### config.mk
export PLATFORM = sky130hd
export DESIGN_NAME = hsv_core_fetch_queue
export DESIGN_NICKNAME = d
export VERILOG_FILES = /design/src/rtl/hsv_core_fetch_queue.sv
export SDC_FILE = /design/constraint.sdc
export NUM_CORES = 1
export LEC_CHECK = 0
export BUFFER_PORTS_ARGS = -buffer_cell sky130_fd_sc_hd__buf_4
export CAP_MARGIN = 20
export CORE_UTILIZATION = 45
export CTS_CLUSTER_DIAMETER = 120
export CTS_CLUSTER_SIZE = 24
export DETAILED_ROUTE_END_ITERATION = 10
export PLACE_DENSITY = 0.65
export SLEW_MARGIN = 20
export SYNTH_ARGS = -nofsm -noshare
export SYNTH_HDL_FRONTEND = slang
export SYNTH_SLANG_ARGS = --single-unit
### constraint.sdc
create_clock -name clk_core -period 7.6 [get_ports clk_core]
set_input_delay 1.14 -clock clk_core [delete_from_list [all_inputs] [get_ports clk_core]]
set_output_delay 1.14 -clock clk_core [all_outputs]
set_load 0.01 [all_outputs]
### src/rtl/hsv_core_fetch_queue.sv
// hsv_core_fetch_queue: fetch response FIFO to decode; define HSV_FETCH_QUEUE_BYPASS_EN for zero-latency empty-queue bypass
module hsv_core_fetch_queue #(
  parameter int DEPTH = 4
) (
  input  logic                       clk_core,
  input  logic                       rst_core_n,
  input  logic                       flush,
  input  logic                       in_valid,
  output logic                       in_ready,
  input  logic [31:0]                in_pc,
  input  logic [31:0]                in_insn,
  input  logic                       in_fault,
  output logic                       out_valid,
  input  logic                       out_ready,
  output logic [31:0]                out_pc,
  output logic [31:0]                out_insn,
  output logic                       out_fault,
  output logic                       out_bad_len,
  output logic [$clog2(DEPTH):0]     count
);
  localparam int AW = $clog2(DEPTH);
  localparam int PW = AW + 1;
  logic [PW-1:0] wr_ptr, rd_ptr;
  logic [AW-1:0] wr_idx, rd_idx;
  logic [31:0]   pc_mem   [DEPTH];
  logic [31:0]   insn_mem [DEPTH];
  logic          fault_mem[DEPTH];
  logic          empty, full, push, pop, wr_en, byp;
  assign wr_idx = wr_ptr[AW-1:0];
  assign rd_idx = rd_ptr[AW-1:0];
  // status, handshakes and head-entry presentation
  always_comb begin
    empty    = wr_ptr == rd_ptr;
    full     = (wr_ptr[AW] != rd_ptr[AW]) && (wr_idx == rd_idx);
    in_ready = !full && !flush;
    push     = in_valid && in_ready;
`ifdef HSV_FETCH_QUEUE_BYPASS_EN
    byp       = empty && !flush && in_valid;
    out_pc    = byp ? in_pc    : pc_mem[rd_idx];
    out_insn  = byp ? in_insn  : insn_mem[rd_idx];
    out_fault = byp ? in_fault : fault_mem[rd_idx];
`else
    byp       = 1'b0;
    out_pc    = pc_mem[rd_idx];
    out_insn  = insn_mem[rd_idx];
    out_fault = fault_mem[rd_idx];
`endif
    out_valid   = (!empty && !flush) || byp;
    out_bad_len = out_insn[1:0] != 2'b11;
    pop         = out_valid && out_ready && !empty;
    wr_en       = push && !(byp && out_ready);
    count       = wr_ptr - rd_ptr;
  end
  // pointers: flush and reset rewind both to zero
  always_ff @(posedge clk_core or negedge rst_core_n) begin
    if (!rst_core_n) begin
      wr_ptr <= '0;
      rd_ptr <= '0;
    end else if (flush) begin
      wr_ptr <= '0;
      rd_ptr <= '0;
    end else begin
      if (wr_en) wr_ptr <= wr_ptr + PW'(1);
      if (pop) rd_ptr <= rd_ptr + PW'(1);
    end
  end
  // entry storage, deliberately not reset
  always_ff @(posedge clk_core) begin
    if (wr_en) begin
      pc_mem[wr_idx]    <= in_pc;
      insn_mem[wr_idx]  <= in_insn;
      fault_mem[wr_idx] <= in_fault;
    end
  end
endmodule

==> results of run 1 <==
state kept, by name, summed over array words and instances, names as in the netlist:
signal,count
fault_mem,4
insn_mem,128
pc_mem,128
rd_ptr,3
wr_ptr,3
area by class of cell:
| type | instances | share of cell area |
|---|---|---|
| Clock inverter | 2 | 0.00331 |
| Sequential cell | 266 | 0.679 |
| Inverter | 5 | 0.00160 |
| Clock buffer | 24 | 0.0349 |
| Tap cell | 280 | 0.0299 |
| Antenna cell | 1 | 0.000213 |
| Timing Repair Buffer | 141 | 0.0903 |
| Multi-Input combinational cell | 117 | 0.160 |
path summary, 6_finish.rpt:
check / cells past startpoint / to / start
hold reg to reg: 2 / wr_ptr[1] / wr_ptr[1]
hold / removal: 1 / wr_ptr[2] / rst_core_n
min in group clk_core: 2 / wr_ptr[1] / wr_ptr[1]
setup / recovery: 5 / in_ready / rd_ptr[1]
setup reg to reg: 5 / insn_mem[2][27] / rd_ptr[1]
max in group asynchronous: 1 / wr_ptr[0] / rst_core_n
logic make-up (layout without fill, tap and decap cells):
logic type / count (synthesis) / after routing / share of synthesized area
buffers and inverters: 23 / 172 / 0.0142
xor gates and xnor gates: 3 / 3 / 0.00339
DFF: 266 / 266 / 0.799
AOI/OAI and AO/OA: 13 / 13 / 0.00867
muxes: 66 / 66 / 0.148
other: 0 / 1 / 0
adders and majority gates: 8 / 8 / 0.0108
and+or+nand+nor: 27 / 27 / 0.0158
through the flow:
| stage | hold WS (ns) | cell area (µm²) | instances |
|---|---|---|---|
| 5_1_grt | 0.425 | 11700 | 836 |
| 6_report | 0.451 | 11700 | 836 |
| 3_3_place_gp | 0.592 | 11300 | 809 |
| 3_5_place_dp | 0.597 | 11300 | 809 |
| 4_1_cts | 0.437 | 11700 | 835 |
| 2_1_floorplan | 0.548 | 9960 | 406 |
synthesized netlist by cell type (all sizes together) (2+ instances only):
cell type / count / area, µm²
nand4b: 2 / 17.5
xnor2: 2 / 25.0
a31oi: 2 / 12.5
edfxtp: 260 / 7810
and3: 5 / 32.5
nor3b: 2 / 15.0
nand3: 5 / 25.0
ha: 7 / 87.6
a21oi: 6 / 30.0
dfrtp: 6 / 150
o311ai: 2 / 17.5
nor2: 3 / 11.3
nand2: 4 / 15.0
inv: 5 / 18.8
mux4: 65 / 1460
or4: 2 / 15.0
buf: 15 / 111
clkbuf: 3 / 11.3
where the power goes:
part	internal, W	total [W]	switching, W
sequential	0.00176	0.00188	0.000117
clock	0.000384	0.000825	0.000441
combinational	0.000532	0.000982	0.000450
per-layer routing:
metal | up-vias | part of all wire | global-route usage
met5 | - | 0 | 0
met1 | 2371 | 0.42 | 0.215
li1 | 1994 | - | -
met2 | 106 | 0.52 | 0.272
met4 | 0 | 0.015 | 0.0400
met3 | 21 | 0.050 | 0.0301
==> implementation parameters, run 1 <==
Parameter                              Value

Clock network
  H-tree depth ... 1
  Post-CTS Resized ... 0
  Worst-Skew Late Latency ... 0.48 ns
  Worst-path clk slew ... 0.09 ns
  Setup bufs post-CTS ... 0
  TritonCTS clock tree ... yes
  CTS Buf Count ... 15
  Count of hold-fix buffers inserted at cts ... 0
  CTS root buf ... clkbuf_16
  Clock sink count ... 266
  Number of buffers on the longest clock path ... 3

Route
  Router iterations before antenna repair ... 6
  Final routed DRC violation total ... 0
  Drt total wl ... 17.8 mm
  Via density ... 5.37
  Iter 0 DRT Violations ... 306
  Antenna Nets Post-Route ... 0
  Drt wl/cell ... 21.3 µm
  Total number of vias ... 4492

Run
  Max-cap violations ... 0

Place
  Post-Place Worst Slack ... 3.89 ns
  Half-perimeter wire length after detailed placement ... 10.3 mm
  Port bufs ... 140
  Final estimated routing congestion in global placement ... 0.745

Cells and area
  Filler cell count in the final layout ... 1698
  Utilization after layout ... 0.539
  Area delta synth->final ... 17.7%
  Commonest cells after routing, fill and taps aside ... edfxtp_1 (260), buf_4 (141), mux4_2 (65), clkbuf_16 (15), clkbuf_1 (9)
  Area occupied by registers ... 0.00797 mm²
  Area of the multi-input gates ... 0.00188 mm²
  Most frequent standard cell in the layout excluding fill and tap cells ... edfxtp_1
  Share of layout cells above drive strength 1 ... 0.418
  Final-stage net count ... 624

Timing
  Time the final worst path needs with I/O delays and setup ... 4.13 ns
  Setup TNS ... 0 ns
  Max-slew violations ... 0
  RSZ-0062 raised after global routing ... false
  Count of final setup violators ... 0
  Slew at the pin closest to its max-slew limit ... 1.05 ns
  Highest attainable clock frequency ... 242 MHz
  Worst clock skew on the final layout ... 0.0201 ns
  Minimum setup slack in the final design ... 3.47 ns
  Ratio of final minimum period to clock period ... 0.543
  Final Hold Violating Endpoints ... 0
  Slew margin rel. ... 0.302

Critical path
  Worst Setup Start Kind ... flip-flop
  Kind of cell with the highest combined delay on the critical path ... flip-flops
  Sort of element at the end of the critical path ... output port
  Number of buffers and inverters on the critical path ... 2
  Critical path's largest stage delay ... 1.13 ns
  Data required time of the critical path ... 6.46 ns
  Cells traversed along the worst timing path ... inv_1 > ha_1 > and2_1 > a21oi_1 > buf_4
  Crit-path slowest cell ... dfrtp_4
  Data arrival at the endpoint of the critical path ... 2.99 ns
  Worst Path Class, Setup ... flip-flop to output port
  Register-to-register setup slack ... 3.93 ns
  Largest driver fanout on the critical path ... 69

Synthesis
  Fraction of the yosys area taken by sequential cells ... 0.799
  Cell count after synthesis ... 406
  Unique cell type count in the Yosys netlist ... 34
  Mapped Avg Cell Area ... 24.5 µm²
  Most instantiated flip-flop cell in the synthesis netlist ... edfxtp_1
  Fraction of registers with async set/reset ... 0.0226
  Post-Syn Area ... 0.00996 mm²
  Post-Synthesis Net Count ... 484
  Flip-flop and latch count after synthesis ... 266
  Number of enable-type register cells in the synthesized netlist ... 260
  Count of synthesis-stage warnings from yosys ... 0

Power
  Total power per unit cell area ... 314 mW/mm²
  Leakage power total ... 3.85 nW
  Worst vdd ir ... 0.254 mV
  Pwr Total ... 0.00368 W

Status
  Status ... finished clean

Floorplanning
  DIE HEIGHT ... 151 µm
  Row count ... 54
  Boundary pin count ... 141
  Floorplan die area ... 0.0227 mm²
  Initial core utilization ... 0.458
  Area inside the core boundary ... 0.0218 mm²
  Die width ... 151 µm

Global route
  All-Layer GR Usage ... 0.160
  Remaining global-route overflow ... 0
  Largest net degree at the start of global routing ... 70
  Global-route wire length before repair ... 26.8 mm
  Vias in the first global route ... 4739
  Initial antenna violation count ... 1

Hold path
  Worst min-delay path category ... input port to async pin
(Power assumes the default switching activity.)
==> run 2, diff against run 1 <==
--- a/config.mk
+++ b/config.mk
@@ -5,13 +5,14 @@
 export SDC_FILE = /design/constraint.sdc
 export NUM_CORES = 1
 export LEC_CHECK = 0
+export ABC_AREA = 1
 export BUFFER_PORTS_ARGS = -buffer_cell sky130_fd_sc_hd__buf_4
 export CAP_MARGIN = 20
 export CORE_UTILIZATION = 45
 export CTS_CLUSTER_DIAMETER = 120
 export CTS_CLUSTER_SIZE = 24
 export DETAILED_ROUTE_END_ITERATION = 10
-export PLACE_DENSITY = 0.65
+export PLACE_DENSITY = 0.67
 export SLEW_MARGIN = 20
 export SYNTH_ARGS = -nofsm -noshare
 export SYNTH_HDL_FRONTEND = slang
==> constraint.sdc (replaced) <==
create_clock -name clk_core -period 3.4 [get_ports clk_core]
set_input_delay 0.51 -clock clk_core [delete_from_list [all_inputs] [get_ports clk_core]]
set_output_delay 0.51 -clock clk_core [all_outputs]
set_load 0.01 [all_outputs]
==> implementation parameters, run 2 <==
Parameter                              Value

Critical path
  Largest driver fanout on the critical path ... 68 (was 69)
  Worst Path Class, Setup ... flip-flop to output port (unchanged)
  Crit-path slowest cell ... buf_4 (was dfrtp_4)
  Startpoint of the most critical register-to-register path ... wr_ptr[0] (was rd_ptr[1])
  Source of the critical timing path ... rd_ptr[1] (unchanged)
  Most used cell, CP ... buf_4
  Sort of element at the end of the critical path ... output port (unchanged)
  Critical path's largest stage delay ... 0.61 ns (was 1.13 ns)
  Register-to-register setup slack ... 0.75 ns (was 3.93 ns)
  Data required time of the critical path ... 2.89 ns (was 6.46 ns)
  Levels on crit path ... 5 (unchanged)
  Endpoint of the worst register-to-register path ... pc_mem[1][29] (was insn_mem[2][27])
  Data arrival at the endpoint of the critical path ... 2.27 ns (was 2.99 ns)
  Worst Setup Start Kind ... flip-flop (unchanged)
  Worst reg-to-reg path cell count ... 8 (was 5)
  Capturing instance or port of the critical path ... out_bad_len (was in_ready)
  Number of buffers and inverters on the critical path ... 2 (unchanged)
  Cells traversed along the worst timing path ... buf_4 > o21ai_0 > o22ai_2 > nand2_1 > buf_4 (was inv_1 > ha_1 > and2_1 > a21oi_1 > buf_4)
  Kind of cell with the highest combined delay on the critical path ... buffers and inverters (was flip-flops)

Power
  Net switching component of the power ... 0.00205 W (was 0.00101 W)
  Worst vdd ir ... 0.614 mV (was 0.254 mV)
  Sequential Power Share ... 0.513 (was 0.509)
  Total power per unit cell area ... 598 mW/mm² (was 314 mW/mm²)
  Proportion of power drawn by combinational gates ... 0.239 (was 0.267)
  Power Internal ... 0.00526 W (was 0.00267 W)
  Proportion of power drawn by the clock network ... 0.248 (was 0.224)
  Switching fraction of total power ... 0.280 (was 0.274)
  Pwr Total ... 0.00730 W (was 0.00368 W)
  Leakage power total ... 4.22 nW (was 3.85 nW)

Timing
  Highest attainable clock frequency ... 360 MHz
  Max-slew violations ... 0 (unchanged)
  Hold_ws ... 0.209 ns (was 0.451 ns)
  Setup TNS ... 0 ns (unchanged)
  Minimum setup slack in the final design ... 0.621 ns (was 3.47 ns)
  Slew margin rel. ... 0.466 (was 0.302)
  RSZ-0062 raised after global routing ... false (unchanged)
  Time the final worst path needs with I/O delays and setup ... 2.78 ns
  Slew at the pin closest to its max-slew limit ... 0.800 ns (was 1.05 ns)
  Final Hold Violating Endpoints ... 0 (unchanged)
  Count of final setup violators ... 0 (unchanged)
  Ratio of final minimum period to clock period ... 0.817
  Worst clock skew on the final layout ... 0.0129 ns (was 0.0201 ns)

Synthesis
  Post-Synth Adder-Cell Area ... 0.0103 (was 0.0108)
  Flip-flop and latch count after synthesis ... 266 (unchanged)
  Synth Area in Compound Gates ... 0.118 (was 0.00867)
  Post-Syn Area ... 0.0105 mm² (was 0.00996 mm²)
  Fraction of synthesized area in multiplexers ... 0 (was 0.148)
  Fraction of the yosys area taken by sequential cells ... 0.761 (was 0.799)
  Most common library cells after synthesis ... edfxtp_1 (260), nor2_1 (114), o21ai_0 (101) (was edfxtp_1 (260), mux4_2 (65), ha_1 (7))
  Top area cells in the synthesized netlist ... edfxtp_1 (75%), o21ai_0 (4.8%), nor2_1 (4.1%) (was edfxtp_1 (78%), mux4_2 (15%), dfrtp_1 (1.5%))
  Synth Area in Simple Gates ... 0.0752 (was 0.0158)
  Cell count after synthesis ... 694 (was 406)
  Most frequently used cell type in the post-synthesis netlist ... edfxtp_1 (unchanged)
  Combinational family with the most area after synthesis ... compound AO/OA/AOI/OAI gates (was multiplexers)
  Synth area leader ... edfxtp_1 (unchanged)
  Unique cell type count in the Yosys netlist ... 26 (was 34)
  Synth top area share ... 0.747 (was 0.784)
  Number of enable-type register cells in the synthesized netlist ... 260 (unchanged)
  Most instantiated flip-flop cell in the synthesis netlist ... edfxtp_1 (unchanged)
  Count of synthesis-stage warnings from yosys ... 0 (unchanged)
  Post-Synthesis Net Count ... 772 (was 484)
  Fraction of registers with async set/reset ... 0.0226 (unchanged)
  Area share of xor/xnor cells in the synthesized design ... 0.00251 (was 0.00339)
  Mapped Avg Cell Area ... 15.1 µm² (was 24.5 µm²)

Floorplanning
  Initial core utilization ... 0.461 (was 0.458)
  Boundary pin count ... 141 (unchanged)
  Die width ... 154 µm (was 151 µm)
  Floorplan die area ... 0.0239 mm² (was 0.0227 mm²)
  DIE HEIGHT ... 154 µm (was 151 µm)
  Row count ... 55 (was 54)
  Area inside the core boundary ... 0.0227 mm² (was 0.0218 mm²)

Route
  Router iterations before antenna repair ... 4 (was 6)
  Final routed DRC violation total ... 0 (unchanged)
  Via density ... 5.33 (was 5.37)
  Detail Route met2 WL ... 9.92 mm (was 9.24 mm)
  Drt wl/cell ... 18.2 µm (was 21.3 µm)
  Total number of vias ... 5925 (was 4492)
  Antenna Nets Post-Route ... 0 (unchanged)
  Drt total wl ... 20.2 mm (was 17.8 mm)
  Max layer used ... met4 (unchanged)
  Met3 WL post-DR ... 906 µm (was 896 µm)
  Iter 0 DRT Violations ... 325 (was 306)
  Post-route met1 wirelength ... 9.03 mm (was 7.38 mm)

Global route
  All-Layer GR Usage ... 0.171 (was 0.160)
  Global-route wire length before repair ... 31.3 mm (was 26.8 mm)
  Largest net degree at the start of global routing ... 133 (was 70)
  Initial antenna violation count ... 1 (unchanged)
  Remaining global-route overflow ... 0 (unchanged)
  Vias in the first global route ... 5655 (was 4739)

Place
  Final estimated routing congestion in global placement ... 0.781 (was 0.745)
  Half-perimeter wire length after detailed placement ... 11.2 mm (was 10.3 mm)
  Port bufs ... 140 (unchanged)
  Post-Place Worst Slack ... 0.745 ns (was 3.89 ns)

Clock network
  Worst-path clk slew ... 0.10 ns (was 0.09 ns)
  Post-CTS Resized ... 0 (unchanged)
  CTS Buf Count ... 15 (unchanged)
  Setup bufs post-CTS ... 0 (unchanged)
  TritonCTS clock tree ... yes (unchanged)
  CTS root buf ... clkbuf_16 (unchanged)
  Number of buffers on the longest clock path ... 3 (unchanged)
  Clock sink count ... 266 (unchanged)
  Worst-Skew Late Latency ... 0.49 ns (was 0.48 ns)
  H-tree depth ... 1 (unchanged)

Cells and area
  Largest registers ... insn_mem: 128 flops, pc_mem: 128 flops, fault_mem: 4 flops (unchanged)
  Share of layout cells above drive strength 1 ... 0.278 (was 0.418)
  Filler cell count in the final layout ... 1856 (was 1698)
  Final-stage net count ... 900 (was 624)
  Area delta synth->final ... 16.8% (was 17.7%)
  Most frequent standard cell in the layout excluding fill and tap cells ... edfxtp_1 (unchanged)
  Utilization after layout ... 0.538 (was 0.539)
  Commonest cells after routing, fill and taps aside ... edfxtp_1 (260), buf_4 (148), nor2_1 (110), o21ai_0 (101), o22ai_1 (43) (was edfxtp_1 (260), buf_4 (141), mux4_2 (65), clkbuf_16 (15), clkbuf_1 (9))

Status
  Status ... finished clean (unchanged)

Hold path
  Worst min-delay path category ... input port to flip-flop (was input port to async pin)

Run
  Max-cap violations ... 0 (unchanged)
## run 2: changes by cell type after synthesis, sizes merged, moves of 7 or more
cell | previous run | this run
clkbuf | 3 | 21
nand2 | 4 | 13
o22ai | 0 | 65
nor2 | 3 | 134
mux4 | 65 | 0
buf | 15 | 22
nand3 | 5 | 12
o21ai | 0 | 130
inv | 5 | 14
## run 2: worst min-delay path by stage
stage / start / endpoint / slack (ns) / cells past startpoint
2_1_floorplan: rst_core_n / rd_ptr[0] / 0.21 / 0
3_3_place_gp: rst_core_n / rd_ptr[0] / 0.33 / 1
3_5_place_dp: rst_core_n / rd_ptr[1] / 0.32 / 1
4_1_cts: in_insn[21] / insn_mem[3][21] / 0.19 / 1
5_1_grt: in_insn[15] / insn_mem[0][15] / 0.19 / 1
6_report: in_insn[21] / insn_mem[3][21] / 0.21 / 1
## run 2: per-stage QoR
stage / instance area, µm² / std cells
after floorplan: 10500 / 694
after global placement: 11800 / 1089
after detailed placement: 11800 / 1089
after CTS: 12200 / 1111
after global routing: 12200 / 1111
final: 12200 / 1112
## run 2: routing by layer
| layer | up-vias | global-route usage |
|---|---|---|
| met5 | - | 0 |
| met2 | 122 | 0.289 |
| li1 | 2852 | - |
| met4 | 0 | 0.0405 |
| met1 | 2931 | 0.227 |
| met3 | 20 | 0.0347 |
## run 2: power groups by stage
stage	clock [W]	combinational (W)	sequential, W
after floorplan	0	0.00106	0.00382
after global placement	0	0.00175	0.00382
after detailed placement	0	0.00177	0.00382
after CTS	0.00187	0.00177	0.00375
after global routing	0.00197	0.00191	0.00375
final	0.00181	0.00175	0.00375
## run 2: timing repair
item	4_1_cts	5_1_grt
endpoints found under the setup margin	0	0
hold endpoints to repair	6	0
hold buffers	1	0
## run 2: area by class of cell
class	count	area [µm²]	area share
Antenna cell	1	2.50	0.000205
Clock buffer	19	390	0.0320
Sequential cell	266	7960	0.652
Timing Repair Buffer	154	1220	0.100
Multi-Input combinational cell	371	2180	0.179
Clock inverter	2	38.8	0.00318
Inverter	14	57.6	0.00471
Tap cell	285	357	0.0292
## run 2: kinds of logic after synthesis
logic type	after synthesis
flip-flops	266
AO/OA/AOI/OAI	197
AND/OR/NAND/NOR	163
buffers and inverters	57
adder cells (fa/ha/maj)	8
XOR/XNOR	3
==> run 3, diff against run 2 <==
--- a/config.mk
+++ b/config.mk
@@ -12,7 +12,7 @@
 export CTS_CLUSTER_DIAMETER = 120
 export CTS_CLUSTER_SIZE = 24
 export DETAILED_ROUTE_END_ITERATION = 10
-export PLACE_DENSITY = 0.67
+export PLACE_DENSITY = 0.65
 export SLEW_MARGIN = 20
 export SYNTH_ARGS = -nofsm -noshare
 export SYNTH_HDL_FRONTEND = slang
==> constraint.sdc (replaced) <==
create_clock -name clk_core -period 2.6 [get_ports clk_core]
set_input_delay 0.39 -clock clk_core [delete_from_list [all_inputs] [get_ports clk_core]]
set_output_delay 0.39 -clock clk_core [all_outputs]
set_load 0.01 [all_outputs]
==> implementation parameters, run 3 (same netlist as run 2, synthesis figures left out) <==
Parameter                              Value

Route
  Drt wl/cell ... 18.7 µm (was 18.2 µm)
  Antenna Nets Post-Route ... 0 (unchanged)
  Final routed DRC violation total ... 0 (unchanged)
  Via density ... 5.33 (about the same)
  Router iterations before antenna repair ... 4 (unchanged)
  Drt total wl ... 21.0 mm (was 20.2 mm)
  Total number of vias ... 5993 (was 5925)
  Iter 0 DRT Violations ... 441 (was 325)

Power
  Proportion of power drawn by the clock network ... 0.250 (was 0.248)
  Proportion of power drawn by combinational gates ... 0.244 (was 0.239)
  Total power per unit cell area ... 784 mW/mm² (was 598 mW/mm²)
  Worst vdd ir ... 0.486 mV (was 0.614 mV)
  Net switching component of the power ... 0.00274 W (was 0.00205 W)
  Sequential Power Share ... 0.506 (was 0.513)
  Power Internal ... 0.00695 W (was 0.00526 W)
  Switching fraction of total power ... 0.283 (was 0.280)
  Leakage power total ... 4.28 nW (was 4.22 nW)

Floorplanning
  DIE HEIGHT ... 154 µm (unchanged)
  Boundary pin count ... 141 (unchanged)
  Initial core utilization ... 0.461 (unchanged)
  Floorplan die area ... 0.0239 mm² (unchanged)
  Row count ... 55 (unchanged)
  Area inside the core boundary ... 0.0227 mm² (unchanged)
  Die width ... 154 µm (unchanged)

Global route
  Initial antenna violation count ... 0 (was 1)
  Global-route wire length before repair ... 33.0 mm (was 31.3 mm)
  Vias in the first global route ... 5864 (was 5655)
  All-Layer GR Usage ... 0.179 (was 0.171)
  Remaining global-route overflow ... 0 (unchanged)
  Largest net degree at the start of global routing ... 87 (was 133)

Cells and area
  Largest registers ... insn_mem: 128 flops, pc_mem: 128 flops, fault_mem: 4 flops (unchanged)
  Share of layout cells above drive strength 1 ... 0.288 (was 0.278)
  Inserted Diodes ... 0 (was 1)
  Area delta synth->final ... 18.2% (was 16.8%)
  Commonest cells after routing, fill and taps aside ... edfxtp_1 (260), buf_4 (153), nor2_1 (110), o21ai_0 (101), o22ai_1 (43) (was edfxtp_1 (260), buf_4 (148), nor2_1 (110), o21ai_0 (101), o22ai_1 (43))
  Most frequent standard cell in the layout excluding fill and tap cells ... edfxtp_1 (unchanged)
  Final-stage net count ... 908 (was 900)
  Final standard cell area without fillers ... 0.0124 mm² (was 0.0122 mm²)
  Filler cell count in the final layout ... 1858 (was 1856)

Timing
  Hold_ws ... 0.0922 ns (was 0.209 ns)
  Count of final setup violators ... 0 (unchanged)
  Slew margin rel. ... 0.742 (was 0.466)
  Slew at the pin closest to its max-slew limit ... 0.388 ns (was 0.800 ns)
  Time the final worst path needs with I/O delays and setup ... 2.46 ns
  RSZ-0062 raised after global routing ... false (unchanged)
  Ratio of final minimum period to clock period ... 0.946
  Max-slew violations ... 0 (unchanged)
  Highest attainable clock frequency ... 407 MHz
  Worst clock skew on the final layout ... 0.0178 ns (was 0.0129 ns)
  Final Hold Violating Endpoints ... 0 (unchanged)

Critical path
  Data required time of the critical path ... 2.21 ns (was 2.89 ns)
  Kind of cell with the highest combined delay on the critical path ... buffers and inverters (unchanged)
  Most used cell, CP ... buf_4 (unchanged)
  Critical path's largest stage delay ... 0.55 ns (was 0.61 ns)
  Number of buffers and inverters on the critical path ... 3 (was 2)
  Sort of element at the end of the critical path ... output port (unchanged)
  Cells traversed along the worst timing path ... inv_8 > buf_4 > o21ai_0 > o22ai_1 > buf_4 (was buf_4 > o21ai_0 > o22ai_2 > nand2_1 > buf_4)
  Worst Path Class, Setup ... flip-flop to output port (unchanged)
  Data arrival at the endpoint of the critical path ... 2.07 ns (was 2.27 ns)
  Crit-path slowest cell ... dfrtp_4 (was buf_4)
  Worst Setup Start Kind ... flip-flop (unchanged)
  Largest driver fanout on the critical path ... 41 (was 68)

Hold path
  Worst min-delay path category ... input port to flip-flop (unchanged)

Place
  Port bufs ... 140 (unchanged)
  Cell Area, Placed ... 0.0119 mm² (was 0.0118 mm²)
  Final estimated routing congestion in global placement ... 0.764 (was 0.781)
  Half-perimeter wire length after detailed placement ... 12.2 mm (was 11.2 mm)

Clock network
  CTS Buf Count ... 15 (unchanged)
  TritonCTS clock tree ... yes (unchanged)
  H-tree depth ... 1 (unchanged)
  Worst-Skew Late Latency ... 0.49 ns (about the same)
  Number of buffers on the longest clock path ... 3 (unchanged)
  Clock sink count ... 266 (unchanged)
  Worst-path clk slew ... 0.10 ns (about the same)
  CTS root buf ... clkbuf_16 (unchanged)

Status
  Status ... finished clean (unchanged)

Run
  Max-cap violations ... 0 (unchanged)
[run 3: worst paths after layout]
| check | start | end | slack [ns] | depth (start not counted) |
|---|---|---|---|---|
| max | rd_ptr[0] | out_pc[2] | 0.14 | 5 |
| min | in_pc[13] | pc_mem[3][13] | 0.09 | 1 |
| min in group asynchronous | rst_core_n | wr_ptr[2] | 0.26 | 2 |
| max in group asynchronous | rst_core_n | rd_ptr[0] | 2.20 | 2 |
| max reg2reg | rd_ptr[0] | insn_mem[2][31] | 0.47 | 7 |
| min reg2reg | wr_ptr[0] | wr_ptr[0] | 0.58 | 2 |
[run 3: power by group through the flow]
stage                     clock network (W)  logic [W]  registers [W]
final                               0.00243    0.00236        0.00490
after global routing                0.00265    0.00258        0.00492
after CTS                           0.00250    0.00240        0.00490
after detailed placement                  0    0.00239        0.00500
after global placement                    0    0.00237        0.00500
after floorplan                           0    0.00140        0.00499
[run 3: routing by layer]
layer  routed length [µm]  track usage
met1                 9260        0.249
met3                 1030       0.0277
met5                    0            0
met4                  223       0.0344
met2                10500        0.300
[run 3: final cells by class]
type	count	area [µm²]	share of cell area
Sequential cell	266	7960	0.644
Clock buffer	24	409	0.0331
Inverter	14	60.1	0.00486
Clock inverter	2	38.8	0.00314
Timing Repair Buffer	162	1320	0.107
Multi-Input combinational cell	371	2220	0.179
Tap cell	285	357	0.0288
[run 3: worst reg2reg max path, cell delays in order, from the launching register on]
cell and delay, ns:
dfrtp_4 0.55, ha_1 0.32, nand2_2 0.08, inv_2 0.05, nand3_2 0.08, nand3_4 0.16
nor2_4 0.16, buf_4 0.38
[run 3: through the flow]
step	power (W)	util	instances	TNS [ns]	setup slack [ns]
after floorplan	0.00640	-	694	-24.67	-0.112
after global placement	0.00737	0.524	1097	0	0.489
after detailed placement	0.00739	0.524	1097	0	0.472
after CTS	0.00980	0.544	1124	0	0.0546
after global routing	0.0101	0.544	1124	0	0.0132
final	0.00969	0.544	1124	0	0.140
[run 3: repair_timing]
action                                 CTS  global route
hold buffers                             1             0
gates resized for setup                  0             1
setup endpoints to repair                0             5
buffers inserted                         0             0
endpoints found under the hold margin    6             0
